===== config.mk =====
export PLATFORM = sky130hd
export DESIGN_NAME = axi_chk_fifo
export DESIGN_NICKNAME = d
export VERILOG_FILES = /design/src/rtl/axi_chk_fifo.sv
export SDC_FILE = /design/constraint.sdc
export NUM_CORES = 1
export LEC_CHECK = 0
export ABC_CLOCK_PERIOD_IN_PS = 2100
export BUFFER_PORTS_ARGS = -buffer_cell sky130_fd_sc_hd__buf_2
export CELL_PAD_IN_SITES_DETAIL_PLACEMENT = 1
export CELL_PAD_IN_SITES_GLOBAL_PLACEMENT = 2
export CORE_ASPECT_RATIO = 1.1
export CORE_UTILIZATION = 40
export CTS_CLUSTER_SIZE = 16
export DETAILED_ROUTE_END_ITERATION = 7
export PLACE_DENSITY_LB_ADDON = 0.15
export SLEW_MARGIN = 5
export SYNTH_ARGS = -nofsm -noshare
export SYNTH_HDL_FRONTEND = slang
export SYNTH_SLANG_ARGS = --single-unit

===== constraint.sdc =====
create_clock -name clk -period 2.1 [get_ports clk]
set_input_delay 0.315 -clock clk [delete_from_list [all_inputs] [get_ports clk]]
set_output_delay 0.315 -clock clk [all_outputs]
set_load 0.005 [all_outputs]

===== src/rtl/axi_chk_fifo.sv =====
// Small synchronous FIFO holding burst lengths / beat counts for the WLAST check.
// Registered empty/full; a push while full is ignored unless a pop frees a slot in the same cycle.
module axi_chk_fifo #(
  parameter int WIDTH = 8,
  parameter int DEPTH = 8
) (
  input  logic             clk,
  input  logic             rst,
  input  logic             push,
  input  logic             pop,
  input  logic [WIDTH-1:0] din,
  output logic [WIDTH-1:0] dout,
  output logic             full,
  output logic             empty
);

  localparam int PW = (DEPTH > 1) ? $clog2(DEPTH) : 1;
  localparam int CW = $clog2(DEPTH + 1);

  logic [WIDTH-1:0] mem_q [DEPTH];
  logic [WIDTH-1:0] mem_d [DEPTH];
  logic [PW-1:0]    wr_ptr_q, wr_ptr_d;
  logic [PW-1:0]    rd_ptr_q, rd_ptr_d;
  logic [CW-1:0]    count_q, count_d;
  logic             do_push, do_pop;

  always_comb begin
    mem_d    = mem_q;
    wr_ptr_d = wr_ptr_q;
    rd_ptr_d = rd_ptr_q;
    do_pop   = pop && (count_q != '0);
    do_push  = push && ((count_q != CW'(DEPTH)) || do_pop);
    if (do_push) begin
      mem_d[wr_ptr_q] = din;
      wr_ptr_d = (wr_ptr_q == PW'(DEPTH - 1)) ? '0 : wr_ptr_q + PW'(1);
    end
    if (do_pop) begin
      rd_ptr_d = (rd_ptr_q == PW'(DEPTH - 1)) ? '0 : rd_ptr_q + PW'(1);
    end
    count_d = count_q + CW'(do_push) - CW'(do_pop);
  end

  always_ff @(posedge clk or posedge rst) begin
    if (rst) begin
      mem_q    <= '{default: '0};
      wr_ptr_q <= '0;
      rd_ptr_q <= '0;
      count_q  <= '0;
    end else begin
      mem_q    <= mem_d;
      wr_ptr_q <= wr_ptr_d;
      rd_ptr_q <= rd_ptr_d;
      count_q  <= count_d;
    end
  end

  assign dout  = mem_q[rd_ptr_q];
  assign full  = (count_q == CW'(DEPTH));
  assign empty = (count_q == '0);

endmodule


==> flow_summary.yaml <==
timing:
  fin_crit_ns: 2.225
  clock_skew_ns: 0.006271
  rsz0062_at_grt: "yes"
  hold_viol: 0
  tightest_slew_ns: 0.6538
  setup_viol_count_final: 30
  fmax_mhz: 449.5
  setup_slack_ns: -0.1247
  drv_slew: 0
  period_share_pct: 105.9
  maxSlewHeadroom_pct: 56.41
  fin_setup_tns_ns: -1.539
logic_synthesis:
  synthTopCellsByCount: "mux2_2, dfrtp_1, mux4_2"
  synth_area_leader_cell: "dfrtp_1"
  yosysMostFrequentCell: "mux2_2"
  ys_types: 30
  syn_avg_cell_area_um2: 15.88
  synth-seq-area-share_pct: 51.37
  ys_ff_latch: 74
  synthTopCellsByArea: "dfrtp_1, mux2_2, mux4_2"
  synth_top_cell_area_share_pct: 51.37
  yosysWarnings: 0
  syn-instance-count: 227
  synth-edff-count: 0
  synth_flop_cell: "dfrtp_1"
  syn_nets: 250
  ys_async_sr_fraction_pct: 100.0
  syn_area_um2: 3605
critical_path:
  path_cells: "buf_6 -> buf_12 -> mux4_2 -> mux2_4 -> buf_6"
  startpoint_type: "register"
  critPathMaxStageDelay_ns: 0.52
  cpLargestDelayFamily: "multiplexers"
  path_common_cell: "buf_6"
  cp-end-kind: "primary output"
  path_buf_inv: 3
  critical_path_class: "register to primary output"
  cp.required_ns: 1.78
  crit_fanout: 7
  cp_data_arrival_time_ns: 1.91
  slowest_stage: "mux4_2"
cts:
  clockBufferDepth: 2
  cts_root_buffer: "clkbuf_8"
  clk_pin_slew_ns: 0.08
  clock-sinks: 74
  htree_levels: 3
  cts_tree: "yes"
  numCtsBuffers: 9
  insertion_delay_ns: 0.36
detailed_routing:
  drc: 0
  wl_per_cell_um: 20.69
  routed_wl_um: 8358
  drtIter0Drc: 80
  vias: 2148
  routed_via_density: 5.317
  ant_nets: 0
  dr.pass1.iters: 4
run_status:
  outcome: "complete, but fails checks"
  failed_checks: "negative setup slack"
layout:
  fillCellCount: 813
  final_cell_area_um2: 4633
  layout-drive-gt1-share_pct: 67.92
  layoutNonFillerInstCount: 404
  fin_nets: 311
  area_growth_pct: 28.53
  diodes: 0
power_and_ir_drop:
  pwr_density_cell_nw_per_um2: 1602
  p_seq_share_pct: 36.4
  p_total_mw: 7.422
  combPwrFrac_pct: 47.9
  p_int_mw: 5.051
  vdd_drop_max_mv: 0.7117
  p_sw_mw: 2.372
  pwr-share-clk_pct: 15.8
  p_leak_nw: 2.019
  p_sw_share_pct: 31.95
placement:
  place_ws_ns: -0.06526
  place_area_um2: 4068
  place_inst: 372
  gp_congestion: 0.6990
  io_buffers: 21
  post-dp-hpwl_um: 5286
floorplanning:
  dieArea_um2: 9396
  floorplan.initialDensity_pct: 42.21
  io-pin-count: 22
  die_w_um: 92.51
  core_area_um2: 8539
  die_y_um: 101.6
  num_rows: 35
min_path:
  worstHoldPathType: "primary input to register"
grt:
  antenna_found_initial: 0
  grt.overflow.total: 0
  grt_pass1_wl_um: 13550
  grt_max_degree: 38
  grt_pass1_vias: 2425
  grt_use_total_pct: 19.85
job:
  drv_cap: 0
==> placed cells by master (no fill, tap or decap), types with 2 or more instances in the layout <==
cell type,count
buf_6,9
nand4b_1,2
a21oi_4,3
o21ai_4,3
clkinvlp_4,2
mux2_4,14
o2111ai_4,2
nor2b_1,2
buf_4,25
ha_1,5
clkbuf_8,11
xor2_1,2
mux4_2,16
clkinv_2,3
buf_2,18
dfrtp_1,73
mux2_2,64
inv_1,2
ha_4,5
and4bb_2,2
nor2_1,3
buf_12,6
inv_2,4
==> final timing paths <==
kind | start | endpoint | slack, ns | cells past startpoint
setup / recovery | rd_ptr_q[0] | dout[7] | -0.12 | 5
hold / removal | din[1] | mem_q[41] | 0.29 | 2
setup reg to reg | count_q[3] | mem_q[22] | -0.08 | 9
hold reg to reg | mem_q[41] | mem_q[41] | 0.50 | 1
max in group asynchronous | rst | mem_q[39] | 0.95 | 4
min in group asynchronous | rst | mem_q[44] | 0.52 | 3
==> kinds of logic after synthesis <==
family                   Yosys count  share of synthesized area, %
AO/OA/AOI/OAI                     11                         4.235
XOR/XNOR                           2                        0.4860
adder cells (fa/ha/maj)           11                         4.026
buffers and inverters             20                         2.569
flip-flops                        74                         51.37
multiplexers                      94                         34.36
AND/OR/NAND/NOR                   15                         2.950
==> metal layers <==
metal  wire (µm)  vias up  track usage, %
met2        4251       28           33.16
met1        3758     1146           26.00
met3         210       14           3.604
met4         137        0           7.212
met5           0        -               0
li1            -      960               -
==> flip-flops by register name (all words and copies together), names as in the netlist <==
name and count:
rd_ptr_q 3, count_q 4, wr_ptr_q 3, mem_q 64
==> power groups by stage <==
stage	sequential, mW	clock, mW	combinational (mW)
after floorplan	2.43	0	2.30
after global placement	2.66	0	2.93
after detailed placement	2.69	0	3.01
after CTS	2.68	1.20	3.37
after global routing	2.80	1.26	3.87
final	2.70	1.17	3.55
==> cell type report <==
type                            count  area, µm²  share of cell area (%)
Sequential cell                    74       1853                   39.99
Multi-Input combinational cell    133       1833                   39.56
Timing Repair Buffer               61      551.8                   11.91
Clock buffer                       11      151.4                   3.268
Tap cell                          111      138.9                   2.998
Clock inverter                      5      52.55                   1.134
Inverter                            9      52.55                   1.134
==> through the flow <==
stage | util, % | hold WS [ns]
global placement | 47.63 | 0.3698
CTS | 52.42 | 0.2751
global route | 54.26 | 0.2905
finish | 54.26 | 0.2853
detailed placement | 47.63 | 0.3696
floorplan | - | 0.4467
==> what timing repair did <==
action | 4_1_cts | 5_1_grt
resized for setup | 23 | 23
setup endpoints to repair | 27 | 47
cloned | 1 | 0
hold buffers | 1 | 0
buffers inserted | 8 | 6
pin swaps | 9 | 9
hold endpoints to repair | 19 | 0
Note: power is estimated with default switching activity, not from simulation.
